File: config.mk
export PLATFORM = sky130hd
export DESIGN_NAME = ucsbece154b_mlane_fifo_flat
export DESIGN_NICKNAME = d
export VERILOG_FILES = /design/src/rtl/ucsbece154b_mlane_fifo_if.sv /design/src/rtl/ucsbece154b_mlane_fifo.sv /design/src/flat_wrapper.sv
export SDC_FILE = /design/constraint.sdc
export NUM_CORES = 1
export LEC_CHECK = 0
export CAP_MARGIN = 20
export CORE_AREA = 2 2 205 207
export DETAILED_ROUTE_END_ITERATION = 7
export DIE_AREA = 0 0 207 209
export PLACE_DENSITY = 0.7
export SYNTH_ARGS = -nofsm -noshare
export SYNTH_HDL_FRONTEND = slang
export SYNTH_SLANG_ARGS = --single-unit
File: constraint.sdc
create_clock -name clk_i -period 21 [get_ports clk_i]
set_input_delay 6.3 -clock clk_i [delete_from_list [all_inputs] [get_ports clk_i]]
set_output_delay 6.3 -clock clk_i [all_outputs]
set_load 0.01 [all_outputs]
File: src/rtl/ucsbece154b_mlane_fifo_if.sv
// Bus bundle for the multi-lane FIFO: push side, pop side and status.
// master = producer/consumer driving the FIFO, slave = the FIFO itself.
interface ucsbece154b_mlane_fifo_if #(
   parameter int unsigned DATA_WIDTH = 32,
   parameter int unsigned NR_ENTRIES = 8,
   parameter int unsigned PUSH_LANES = 2,
   parameter int unsigned POP_LANES  = 2
);
   logic                                 flush_i;
   logic [PUSH_LANES*DATA_WIDTH-1:0]     data_i;
   logic [$clog2(PUSH_LANES+1)-1:0]      push_cnt_i;
   logic                                 push_ack_o;
   logic [POP_LANES*DATA_WIDTH-1:0]      data_o;
   logic [POP_LANES-1:0]                 valid_o;
   logic [$clog2(POP_LANES+1)-1:0]       pop_cnt_i;
   logic [$clog2(NR_ENTRIES+1)-1:0]      count_o;
   logic                                 full_o;
   logic                                 almost_full_o;

   modport master (
      output flush_i, data_i, push_cnt_i, pop_cnt_i,
      input  push_ack_o, data_o, valid_o, count_o, full_o, almost_full_o
   );

   modport slave (
      input  flush_i, data_i, push_cnt_i, pop_cnt_i,
      output push_ack_o, data_o, valid_o, count_o, full_o, almost_full_o
   );
endinterface

File: src/rtl/ucsbece154b_mlane_fifo.sv
// Multi-lane synchronous FIFO: up to PUSH_LANES writes and POP_LANES reads
// per cycle, arbitrary depth, flush, occupancy count and almost-full flag.
module ucsbece154b_mlane_fifo #(
   parameter int unsigned DATA_WIDTH   = 32,
   parameter int unsigned NR_ENTRIES   = 8,
   parameter int unsigned PUSH_LANES   = 2,
   parameter int unsigned POP_LANES    = 2,
   parameter int unsigned AFULL_THRESH = 6
) (
   input  logic                    clk_i,
   input  logic                    rst_i,
   ucsbece154b_mlane_fifo_if.slave bus
);
   localparam int unsigned PTR_W = $clog2(NR_ENTRIES);
   localparam int unsigned CNT_W = $clog2(NR_ENTRIES+1);
   // One extra bit so pointer/count sums up to 2*NR_ENTRIES never overflow.
   localparam int unsigned SUM_W = CNT_W + 1;
   localparam logic [SUM_W-1:0] DEPTH = SUM_W'(NR_ENTRIES);

   logic [DATA_WIDTH-1:0] mem_q [NR_ENTRIES];
   logic [PTR_W-1:0]      head_q, head_d, tail_q, tail_d;
   logic [CNT_W-1:0]      count_q, count_d;
   logic [SUM_W-1:0]      push_n, pop_req, pop_eff;
   logic                  push_ack;

   // Modulo-NR_ENTRIES reduction; operands are always below 2*NR_ENTRIES.
   function automatic logic [PTR_W-1:0] wrap(input logic [SUM_W-1:0] s);
      logic [SUM_W-1:0] r;
      r = (s >= DEPTH) ? s - DEPTH : s;
      return r[PTR_W-1:0];
   endfunction

   // Clamp pops, decide push acceptance, compute next pointers and count.
   always_comb begin
      push_n   = SUM_W'(bus.push_cnt_i);
      pop_req  = SUM_W'(bus.pop_cnt_i);
      pop_eff  = (pop_req < SUM_W'(count_q)) ? pop_req : SUM_W'(count_q);
      push_ack = !rst_i && !bus.flush_i && (push_n != '0) &&
                 (push_n <= DEPTH - SUM_W'(count_q) + pop_eff);
      head_d   = wrap(SUM_W'(head_q) + pop_eff);
      tail_d   = push_ack ? wrap(SUM_W'(tail_q) + push_n) : tail_q;
      count_d  = CNT_W'(SUM_W'(count_q) + (push_ack ? push_n : '0) - pop_eff);
   end

   // Pointer and occupancy registers; reset and flush both empty the queue.
   always_ff @(posedge clk_i) begin
      if (rst_i || bus.flush_i) begin
         head_q  <= '0;
         tail_q  <= '0;
         count_q <= '0;
      end else begin
         head_q  <= head_d;
         tail_q  <= tail_d;
         count_q <= count_d;
      end
   end

   // Storage write: accepted lanes land at consecutive slots from the tail.
   always_ff @(posedge clk_i) begin
      if (push_ack) begin
         for (int unsigned k = 0; k < PUSH_LANES; k++) begin
            if (SUM_W'(k) < push_n)
               mem_q[wrap(SUM_W'(tail_q) + SUM_W'(k))] <= bus.data_i[k*DATA_WIDTH +: DATA_WIDTH];
         end
      end
   end

   // Read lanes: k-th oldest entry when present, zeros otherwise.
   always_comb begin
      bus.data_o  = '0;
      bus.valid_o = '0;
      for (int unsigned k = 0; k < POP_LANES; k++) begin
         if (SUM_W'(count_q) > SUM_W'(k)) begin
            bus.valid_o[k]                          = 1'b1;
            bus.data_o[k*DATA_WIDTH +: DATA_WIDTH] = mem_q[wrap(SUM_W'(head_q) + SUM_W'(k))];
         end
      end
   end

   assign bus.push_ack_o    = push_ack;
   assign bus.count_o       = count_q;
   assign bus.full_o        = (count_q == CNT_W'(NR_ENTRIES));
   assign bus.almost_full_o = (SUM_W'(count_q) >= SUM_W'(AFULL_THRESH));

endmodule

File: src/flat_wrapper.sv
// flat-port wrapper written by rule: the top's interface ports become plain ports
module ucsbece154b_mlane_fifo_flat 
#(
   parameter int unsigned DATA_WIDTH   = 32,
   parameter int unsigned NR_ENTRIES   = 8,
   parameter int unsigned PUSH_LANES   = 2,
   parameter int unsigned POP_LANES    = 2,
   parameter int unsigned AFULL_THRESH = 6
)
  (clk_i, rst_i, bus_flush_i, bus_data_i, bus_push_cnt_i, bus_pop_cnt_i, bus_push_ack_o, bus_data_o, bus_valid_o, bus_count_o, bus_full_o, bus_almost_full_o);
  ucsbece154b_mlane_fifo_if #(.DATA_WIDTH(DATA_WIDTH), .NR_ENTRIES(NR_ENTRIES), .PUSH_LANES(PUSH_LANES), .POP_LANES(POP_LANES)) bus_i ();
  input  logic clk_i;
  input  logic rst_i;
  input wire logic [$bits(bus_i.flush_i)-1:0] bus_flush_i;
  input wire logic [$bits(bus_i.data_i)-1:0] bus_data_i;
  input wire logic [$bits(bus_i.push_cnt_i)-1:0] bus_push_cnt_i;
  input wire logic [$bits(bus_i.pop_cnt_i)-1:0] bus_pop_cnt_i;
  output wire logic [$bits(bus_i.push_ack_o)-1:0] bus_push_ack_o;
  output wire logic [$bits(bus_i.data_o)-1:0] bus_data_o;
  output wire logic [$bits(bus_i.valid_o)-1:0] bus_valid_o;
  output wire logic [$bits(bus_i.count_o)-1:0] bus_count_o;
  output wire logic [$bits(bus_i.full_o)-1:0] bus_full_o;
  output wire logic [$bits(bus_i.almost_full_o)-1:0] bus_almost_full_o;
  assign bus_i.flush_i = bus_flush_i;
  assign bus_i.data_i = bus_data_i;
  assign bus_i.push_cnt_i = bus_push_cnt_i;
  assign bus_i.pop_cnt_i = bus_pop_cnt_i;
  assign bus_push_ack_o = bus_i.push_ack_o;
  assign bus_data_o = bus_i.data_o;
  assign bus_valid_o = bus_i.valid_o;
  assign bus_count_o = bus_i.count_o;
  assign bus_full_o = bus_i.full_o;
  assign bus_almost_full_o = bus_i.almost_full_o;
  ucsbece154b_mlane_fifo #(.DATA_WIDTH(DATA_WIDTH), .NR_ENTRIES(NR_ENTRIES), .PUSH_LANES(PUSH_LANES), .POP_LANES(POP_LANES), .AFULL_THRESH(AFULL_THRESH)) u_core (.clk_i(clk_i), .rst_i(rst_i), .bus(bus_i));
endmodule
# == Word-level counts from Yosys, hierarchy flattened ==
# Memories as Yosys holds them, arrays and structs flattened.
# Index checks and enable logic that the tools add are counted.
# totals
register_bits,10
mem_bits_rw,256
input_bits,71
out_inout_bits,73
word_cells,57
memories,1
# memory_table
memory,words,width,rd,rd_ports_with_merged_regs,write_ports,line_no,source
u_core.mem_q,8,32,2,0,2,ucsbece154b_mlane_fifo.sv:20,logic [DATA_WIDTH-1:0] mem_q [NR_ENTRIES];
# op_classes
add_sub_neg,14
order_cmp,13
n_eq_ne,1
mux,18
reduce_logical,7
# op_table
operator,n
32-bit two-way mux,2
3-bit two-way mux,6
3-bit by 1-bit subtractor with 3-bit output (second input constant),6
4-bit greater-or-equal comparator (second input constant),3
3-bit by 1-bit adder with 4-bit output (second input constant),2
3-bit by 4-bit greater-or-equal comparator with 1-bit output (second input constant),2
4-bit by 1-bit greater-than comparator with 1-bit output (second input constant),2
1-bit two-way mux,8
3-bit by 4-bit adder with 5-bit output,1
5-bit adder,1
5-bit by 4-bit greater-or-equal comparator with 1-bit output (second input constant),1
2-bit by 5-bit less-or-equal comparator with 1-bit output,1
4-bit by 4-bit subtractor with 5-bit output (first input constant),1
3-bit by 2-bit adder with 4-bit output,1
4-bit adder,1
4-bit equality test (second input constant),1
4-bit by 3-bit greater-or-equal comparator with 1-bit output (second input constant),1
1-bit by 2-bit < comparator with 1-bit output (first input constant),2
2-bit by 4-bit < comparator with 1-bit output,1
4-bit two-way mux,1
4-bit subtractor,1
1-bit logical AND,3
1-bit logical NOT,2
2-bit two-way mux,1
other kinds (2),2

# == Depth between registers and ports, before layout ==
# Gate-level depths: netlist of the first run.
# logic_depth
word_depth,8
mapped_depth,23
mapped_depth_nobuf,23

# == Least setup slack after synthesis of the first run ==
# No wires, ideal clock.
# synth_path
kind,input to output
startpoint,input port bus_pop_cnt_i[1]
endpoint,output port bus_push_ack_o
t_arrival_ps,9202
required_time_ps,14700
path_slack_ps,5498
stages,11
n_path_buf,0
path_cell_list,ha_1 > a21oi_1 > nor2b_1 > mux2_2 > ha_1 > ha_1 > fa_1 > a21oi_1 > nand3_1 > o21ai_2 > inv_1
# synth_via
elab_chain_cells,5
# synth_lines
item,line_no,source
start: declaration,flat_wrapper.sv:17,input wire logic [$bits(bus_i.pop_cnt_i)-1:0] bus_pop_cnt_i;
2-bit by 4-bit < comparator with 1-bit output,ucsbece154b_mlane_fifo.sv:37,pop_eff = (pop_req < SUM_W'(count_q)) ? pop_req : SUM_W'(count_q);
4-bit two-way mux (*),ucsbece154b_mlane_fifo.sv:37,
5-bit adder (*),ucsbece154b_mlane_fifo.sv:39,(push_n <= DEPTH - SUM_W'(count_q) + pop_eff);
2-bit by 5-bit less-or-equal comparator with 1-bit output (*),ucsbece154b_mlane_fifo.sv:39,
1-bit logical AND (*),ucsbece154b_mlane_fifo.sv:38,push_ack = !rst_i && !bus.flush_i && (push_n != '0) &&
end: declaration,flat_wrapper.sv:18,output wire logic [$bits(bus_i.push_ack_o)-1:0] bus_push_ack_o;
# Every way passes the cells marked *; elsewhere a longest branch is shown, timed or not.

# == Worst setup path in the final report of the first run ==
# Ends and elaborated chain as after synthesis.

==> impl_metrics.csv, run 1 <==
group,metric,value,unit
layout,final_cell_mix,"256 x edfxtp_1, 239 x mux2_2, 143 x clkdlybuf4s50_1",
global_route,track_usage,0.200,
floorplan,start_util,0.393,
route,vias,9971,
global_route,grt_pass1_wl,65700,um
layout,register_area,7900,sq um
synthesis,postSynthCellCount,1040,
cts,cts_htree_levels,1,
timing,setup_tns,0,ns
hold_path,min_path_type,"reg -> reg",
placement,gp_congestion,0.779,
global_route,grt_pass1_vias,10497,
worst_setup_path,path_class,"in -> out",
placement,dp_hpwl,25100,um
synthesis,synth-seq-area-share,0.486,
timing,slew_violations,0,
synthesis,yosys_warnings,0,
cts,root_buffer,"clkbuf_16",
floorplan,placementRows,75,
run,max_cap_viol_count,0,
route,initialDrtViolationCount,815,
synthesis,synthesis.nets,1136,
power,ir_drop,0.0730,mV
timing,fin_crit,17.28,ns
floorplan,die_h,209,um
global_route,antenna_found_initial,5,
cts,cts_resized,0,
route,antenna_left,0,
route,routed_wl,43600,um
worst_setup_path,cp-start-kind,"input port",
route,drcViolationCount,0,
cts,cts_hold_buf,0,
global_route,grt_overflow,0,
synthesis,ys.flop_type,"edfxtp_1",
timing,post-route-period-util,0.823,
route,wl_per_cell,25.3,um
timing,skew,0.0157,ns
floorplan,die-area,43300,sq um
cts,cts_tree,"yes",
layout,fillCellCount,3636,
layout,fin_nets,1257,
floorplan,die_w,207,um
cts,cts_buffers,29,
layout,multi_input_area,7920,sq um
cts,clockBufferDepth,3,
route,first_pass_iters,5,
floorplan,core,41300,sq um
route,via_per_inst,5.78,
layout,synthToLayoutAreaGrowth,17.6,%
timing,slew_headroom,0.296,
power,p_leak,6.04,nW
worst_setup_path,cp.required,14.70,ns
layout,final_common_cell,"edfxtp_1",
timing,timing.hold.ws,0.615,ns
worst_setup_path,endpoint_kind,"output pin",
timing,hold_violations,0,
timing,worst-slew-pin-transition,1.06,ns
timing,rsz0062_at_grt,"no",
synthesis,syn_avg_cell_area,15.6,sq um
floorplan,io_pins,144,
power,p_per_area,103,nW/um^2
cts,clk_latency,0.58,ns
synthesis,synth_cell_types,46,
synthesis,synth_edf_count,256,
synthesis,ys_seq_elements,266,
cts,cts_sinks,266,
run_status,run_status,"completed",
worst_setup_path,cp_max_fo,10,
cts,post_cts_buffers,0,
worst_setup_path,cp.arrival,10.98,ns
cts,clk_pin_slew_worst_paths,0.06,ns
timing,setup_viol,0,
placement,numPortBuffers,143,
synthesis,synthArstFlopShare,0,
timing,fmax,0.0579,GHz
synthesis,synth_area,16200,sq um
layout,final_layout_size_suffix_gt1_frac,0.396,
global_route,grt_max_degree,70,
## cells by family (layout without fill, tap and decap cells)
family	Yosys count	in the layout	share of synthesized area
multiplexers	420	420	0.381
flip-flops	266	266	0.486
AND/OR/NAND/NOR	158	158	0.0420
buffers and inverters	97	241	0.0342
AO/OA/AOI/OAI	63	63	0.0277
adder cells (fa/ha/maj)	25	25	0.0216
XOR/XNOR	10	10	0.00770
other	1	4	0.000231
## path summary, 6_finish.rpt
path | cells after the start | endpoint | slack [ns] | startpoint
min reg2reg | 2 | u_core.head_q[2] | 0.62 | u_core.bus.count_o[2]
max reg2reg | 20 | u_core.bus.count_o[3] | 15.09 | u_core.bus.count_o[1]
min | 2 | u_core.head_q[2] | 0.62 | u_core.bus.count_o[2]
max | 13 | bus_push_ack_o | 3.72 | bus_pop_cnt_i[1]
## synth_stat cells, drive strengths merged, types with 4 or more instances
cell	instances	area, sq um
xnor2	5	62.6
nand2b	5	31.3
and3	4	25.0
ha	20	250
nor3	7	40.0
and2	6	37.5
nand2	74	278
mux2	258	2960
edfxtp	256	7690
nor2	47	176
mux4	128	2880
fa	5	100
xor2	5	62.6
buf	47	368
inv	21	78.8
nand3	5	25.0
clkbuf	29	109
dfxtp	10	200
o21ai	4	46.3
mux2i	34	340
a21oi	49	302
## area by class of cell
| cell class | instances | share of cell area |
|---|---|---|
| Multi-Input combinational cell | 677 | 0.415 |
| Sequential cell | 266 | 0.414 |
| Timing Repair Buffer | 166 | 0.0850 |
| Clock buffer | 39 | 0.0400 |
| Tap cell | 539 | 0.0353 |
| Clock inverter | 15 | 0.00681 |
| Inverter | 21 | 0.00413 |
| Antenna cell | 3 | 0.000393 |
## power breakdown
part / internal, mW / switching [mW] / total [mW]
Clock: 0.279 / 0.209 / 0.488
Sequential: 0.617 / 0.0309 / 0.648
Combinational: 0.394 / 0.435 / 0.829
Total: 1.29 / 0.676 / 1.96
## stage by stage
step	utilization	total power, mW	area, sq um	std cells	worst slack, ns
6_report	0.463	1.96	19100	1726	3.72
5_1_grt	0.463	2.07	19100	1726	3.44
4_1_cts	0.462	1.99	19100	1722	3.70
3_5_place_dp	0.440	1.49	18200	1668	3.72
3_3_place_gp	0.440	1.48	18200	1668	3.86
2_1_floorplan	-	1.15	16200	1040	5.50
## worst max-delay path, stage by stage
cell and delay (ns):
clkdlybuf4s50_1 0.44, ha_1 0.31, a21oi_1 0.06, nor2b_1 0.27, mux2_2 0.42, ha_1 0.29
ha_1 0.22, fa_1 0.49, a21oi_1 0.16, nand3_1 0.39, o21ai_2 0.93, inv_1 0.16
clkdlybuf4s50_1 0.53
## flip-flops by register name (all words and copies together), names as in the netlist
signal,count
u_core.head_q,3
u_core.bus.count_o,4
u_core.tail_q,3
u_core.mem_q,256
## routing by layer
layer	wire length [um]	GRT usage
met1	17200	0.253
met2	22900	0.362
met3	2700	0.0274
met4	741	0.0475
met5	27	0
(Power assumes the default switching activity.)
==> run 2, diff against run 1 <==
- clock period: 21 -> 18 ns (I/O delays scaled with it)
==> impl_metrics.csv, run 2 (synthesis gave the netlist of run 1 again) <==
group,metric,value,unit
global_route,grt_pass1_vias,10406,
worst_setup_path,cp_max_fo,10,
worst_setup_path,path_class,"in -> out",
run,max_cap_viol_count,0,
global_route,grt_overflow,0,
floorplan,core,41300,sq um
route,initialDrtViolationCount,767,
cts,cts_buffers,29,
power,p_per_area,119,nW/um^2
power,p_leak,6.04,nW
timing,setup_tns,0,ns
route,first_pass_iters,5,
timing,fin_ws,2.47,ns
placement,numPortBuffers,143,
route,wl_per_cell,25.1,um
cts,cts_hold_buf,0,
placement,gp_congestion,0.787,
route,routed_wl,43200,um
layout,fin_nets,1257,
cts,cts_sinks,266,
worst_setup_path,crit_start,"bus_pop_cnt_i[1]",
global_route,grt_max_degree,70,
global_route,grt_pass1_wl,65300,um
layout,multi_input_area,7920,sq um
floorplan,die_h,209,um
worst_setup_path,cp-start-kind,"input port",
route,via_per_inst,5.81,
route,vias,10000,
timing,timing.hold.ws,0.598,ns
cts,root_buffer,"clkbuf_16",
timing,fmax,0.0644,GHz
route,antenna_left,0,
cts,post_cts_buffers,0,
route,drcViolationCount,0,
worst_setup_path,cp.required,12.60,ns
layout,largest_reg_flops,256,
timing,slew_headroom,0.287,
hold_path,min_path_type,"reg -> reg",
timing,rsz0062_at_grt,"no",
layout,final_core_util,0.461,
floorplan,placementRows,75,
cts,cts_resized,0,
layout,final_layout_size_suffix_gt1_frac,0.402,
worst_setup_path,endpoint_kind,"output pin",
worst_setup_path,reg2reg_from,"u_core.bus.count_o[1]",
timing,slew_violations,0,
worst_setup_path,cp.arrival,10.13,ns
timing,worst-slew-pin-transition,1.07,ns
cts,clockBufferDepth,3,
run_status,run_status,"completed",
cts,cts_tree,"yes",
cts,cts_htree_levels,1,
layout,synthToLayoutAreaGrowth,17.3,%
global_route,antenna_found_initial,3,
layout,register_area,7900,sq um
placement,dp_hpwl,25000,um
layout,top_register,"u_core.mem_q",
cts,clk_latency,0.55,ns
timing,post-route-period-util,0.863,
floorplan,die-area,43300,sq um
timing,fin_crit,15.53,ns
layout,final_cell_mix,"256 x edfxtp_1, 239 x mux2_2, 143 x clkdlybuf4s50_1",
floorplan,io_pins,144,
timing,skew,0.0111,ns
power,ir_drop,0.0895,mV
hold_path,min_from,"u_core.bus.count_o[2]",
floorplan,start_util,0.393,
layout,fillCellCount,3674,
layout,final_common_cell,"edfxtp_1",
floorplan,die_w,207,um
placement,pre_cts_ws,2.51,ns
global_route,track_usage,0.197,
cts,clk_pin_slew_worst_paths,0.06,ns
timing,setup_viol,0,
timing,hold_violations,0,
==> run 2: cell types whose count changed in the layout (fill, tap and decap cells not counted) <==
cell	before	now
buf_12	0	1
clkinv_2	1	8
clkinvlp_4	1	0
clkbuf_1	10	4
diode_2	3	1
clkinv_1	10	7
bufinv_16	2	1
buf_16	1	0
==> run 2: through the flow <==
step | total power [mW] | instances | instance area, sq um
2_1_floorplan | 1.34 | 1040 | 16200
3_3_place_gp | 1.73 | 1668 | 18200
3_5_place_dp | 1.74 | 1668 | 18200
4_1_cts | 2.29 | 1718 | 19000
5_1_grt | 2.38 | 1720 | 19100
6_report | 2.27 | 1720 | 19100
==> run 2: layer usage <==
layer / vias to the layer above / GRT usage / wire length (um)
li1: 4380 / - / -
met1: 5296 / 0.263 / 17900
met2: 281 / 0.351 / 22600
met3: 39 / 0.0231 / 2170
met4: 4 / 0.0330 / 529
met5: - / 0 / 26
==> run 2: worst paths after layout <==
kind	to	slack (ns)	cells past startpoint
min reg2reg	u_core.head_q[2]	0.60	2
max	bus_push_ack_o	2.47	13
min	u_core.head_q[2]	0.60	2
max reg2reg	u_core.bus.count_o[3]	12.00	20
==> run 2: where the power goes <==
group / total (mW) / internal, mW / switching [mW]
registers: 0.755 / 0.719 / 0.0356
logic: 0.964 / 0.459 / 0.505
clock network: 0.552 / 0.307 / 0.244
==> run 2: layout make-up <==
class                   instances  share of cell area
flip-flops and latches        266               0.415
well taps                     539              0.0354
multi-input cells             677               0.416
clock inverters                17             0.00611
inverters                      21             0.00414
diodes                          1            0.000131
repair buffers                166              0.0849
clock buffers                  33              0.0389
==> run 2: critical path, stage by stage <==
cell and delay (ns):
clkdlybuf4s50_1 0.45, ha_1 0.31, a21oi_1 0.06, nor2b_1 0.27
mux2_2 0.43, ha_1 0.29, ha_1 0.22, fa_1 0.49
a21oi_1 0.16, nand3_1 0.39, o21ai_2 0.97, inv_1 0.16
clkdlybuf4s50_1 0.53
==> run 3, diff against run 2 <==
- PLACE_DENSITY: 0.7 -> 0.73
- SKIP_CTS_REPAIR_TIMING: not set -> 1
- clock period: 18 -> 14.27 ns (I/O delays scaled with it)
==> impl_metrics.csv, run 3 (synthesis gave the netlist of run 1 again) <==
group,metric,value,unit
run_status,run_status,"completed",
timing,fin_crit,13.19,ns
worst_setup_path,cp.required,9.99,ns
timing,slew_headroom,0.275,
timing,fin_ws,1.08,ns
placement,gp_congestion,0.790,
cts,clk_latency,0.57,ns
power,p_leak,6.09,nW
cts,cts_tree,"yes",
global_route,grt_overflow,0,
placement,numPortBuffers,143,
timing,timing.hold.ws,0.612,ns
worst_setup_path,path_cells,"clkdlybuf4s50_1, ha_1, a21oi_1, nor2b_1, mux2_2, ha_1, ha_1, fa_1, a21oi_1, nand3_1, o21ai_2, inv_1, clkdlybuf4s50_1",
floorplan,start_util,0.393,
worst_setup_path,path_class,"in -> out",
route,routed_wl,44500,um
layout,final_common_cell,"edfxtp_1",
power,ir_drop,0.105,mV
worst_setup_path,endpoint_kind,"output pin",
layout,largest_reg_flops,256,
cts,root_buffer,"clkbuf_16",
timing,slew_violations,0,
route,wl_per_cell,25.8,um
worst_setup_path,cp-start-kind,"input port",
layout,final_cell_mix,"256 x edfxtp_1, 239 x mux2_2, 143 x clkdlybuf4s50_1",
worst_setup_path,r2r_cells,20,
layout,top_register,"u_core.mem_q",
placement,pre_cts_ws,1.08,ns
route,via_per_inst,5.85,
worst_setup_path,slowest_delay,0.91,ns
timing,rsz0062_at_grt,"no",
cts,cts_buffers,30,
worst_setup_path,reg2reg_slack,8.39,ns
global_route,grt_pass1_vias,10687,
floorplan,die_w,207,um
timing,worst-slew-pin-transition,1.09,ns
worst_setup_path,r2r_end,"u_core.bus.count_o[3]",
cts,clockBufferDepth,3,
route,antenna_left,0,
power,p_per_area,154,nW/um^2
floorplan,io_pins,144,
worst_setup_path,reg2reg_from,"u_core.bus.count_o[1]",
worst_setup_path,cp_max_fo,10,
global_route,grtUsageMet3,0.0277,
layout,fin_nets,1258,
timing,fmax,0.0758,GHz
global_route,track_usage,0.203,
timing,skew,0.0142,ns
cts,cts_htree_levels,1,
timing,hold_violations,0,
hold_path,min_path_cells,2,
route,first_pass_iters,7,
global_route,top_usage_layer,"met2",
worst_setup_path,crit_start,"bus_pop_cnt_i[1]",
floorplan,placementRows,75,
run,max_cap_viol_count,0,
timing,setup_viol,0,
hold_path,min_path_type,"reg -> reg",
route,drcViolationCount,0,
global_route,grt_util_met2,0.359,
placement,dpl.cell_count,1669,
cts,cts_sinks,266,
floorplan,core,41300,sq um
layout,synthToLayoutAreaGrowth,18.0,%
route,initialDrtViolationCount,740,
global_route,met1_usage,0.263,
floorplan,die-area,43300,sq um
worst_setup_path,cp-endpoint,"bus_push_ack_o",
layout,final_core_util,0.464,
layout,final_cells,1726,
placement,dp_hpwl,25500,um
route,vias,10101,
global_route,grt_pass1_wl,66700,um
worst_setup_path,critPathSlowestCell,"o21ai_2",
global_route,grt_max_degree,65,
global_route,antenna_found_initial,3,
layout,final_layout_size_suffix_gt1_frac,0.405,
cts,clk_pin_slew_worst_paths,0.06,ns
timing,post-route-period-util,0.924,
floorplan,die_h,209,um
timing,setup_tns,0,ns
worst_setup_path,cp_common_cell,"ha_1",
worst_setup_path,cp.arrival,8.91,ns
==> run 3: per-stage QoR <==
stage	power [mW]	area (sq um)
after global placement	2.18	18200
after global routing	3.08	19200
final	2.95	19200
after detailed placement	2.20	18200
after CTS	2.97	19200
after floorplan	1.69	16200
==> run 3: final cells by class <==
type	instances	area (sq um)
Tap cell	539	674
Clock inverter	19	178
Sequential cell	266	7900
Multi-Input combinational cell	677	7920
Clock buffer	37	798
Timing Repair Buffer	166	1600
Antenna cell	1	2.50
Fill cell	3631	22100
Inverter	21	78.8
==> run 3: how the worst min path moves through the flow <==
| stage | from | end | slack (ns) |
|---|---|---|---|
| 2_1_floorplan | u_core.bus.count_o[2] | u_core.head_q[2] | 0.58 |
| 3_3_place_gp | u_core.tail_q[1] | u_core.tail_q[1] | 0.58 |
| 3_5_place_dp | u_core.tail_q[1] | u_core.tail_q[1] | 0.60 |
| 4_1_cts | u_core.tail_q[1] | u_core.tail_q[1] | 0.62 |
| 5_1_grt | u_core.tail_q[1] | u_core.tail_q[1] | 0.66 |
| 6_report | u_core.tail_q[1] | u_core.tail_q[1] | 0.61 |
==> run 3: worst max-delay path: cells and delay by family <==
kind / cells / cell delay (ns)
AOI/OAI and AO/OA: 3 / 1.13
adders and majority gates: 4 / 1.28
buffers and inverters: 3 / 1.10
muxes: 1 / 0.43
and+or+nand+nor: 2 / 0.67
==> run 3: power by group <==
group          leakage, nW  internal [mW]  switching, mW  total [mW]
Sequential            2.40          0.907         0.0406       0.948
Combinational         3.22          0.578          0.644        1.22
Clock                0.480          0.451          0.327       0.778
==> run 3: per-layer routing <==
layer / share of wire / wire [um] / vias to the layer above
met4: 0.022 / 983 / 4
li1: - / - / 4384
met2: 0.52 / 23000 / 335
met3: 0.052 / 2320 / 74
met5: 0.00061 / 27 / -
met1: 0.41 / 18200 / 5304
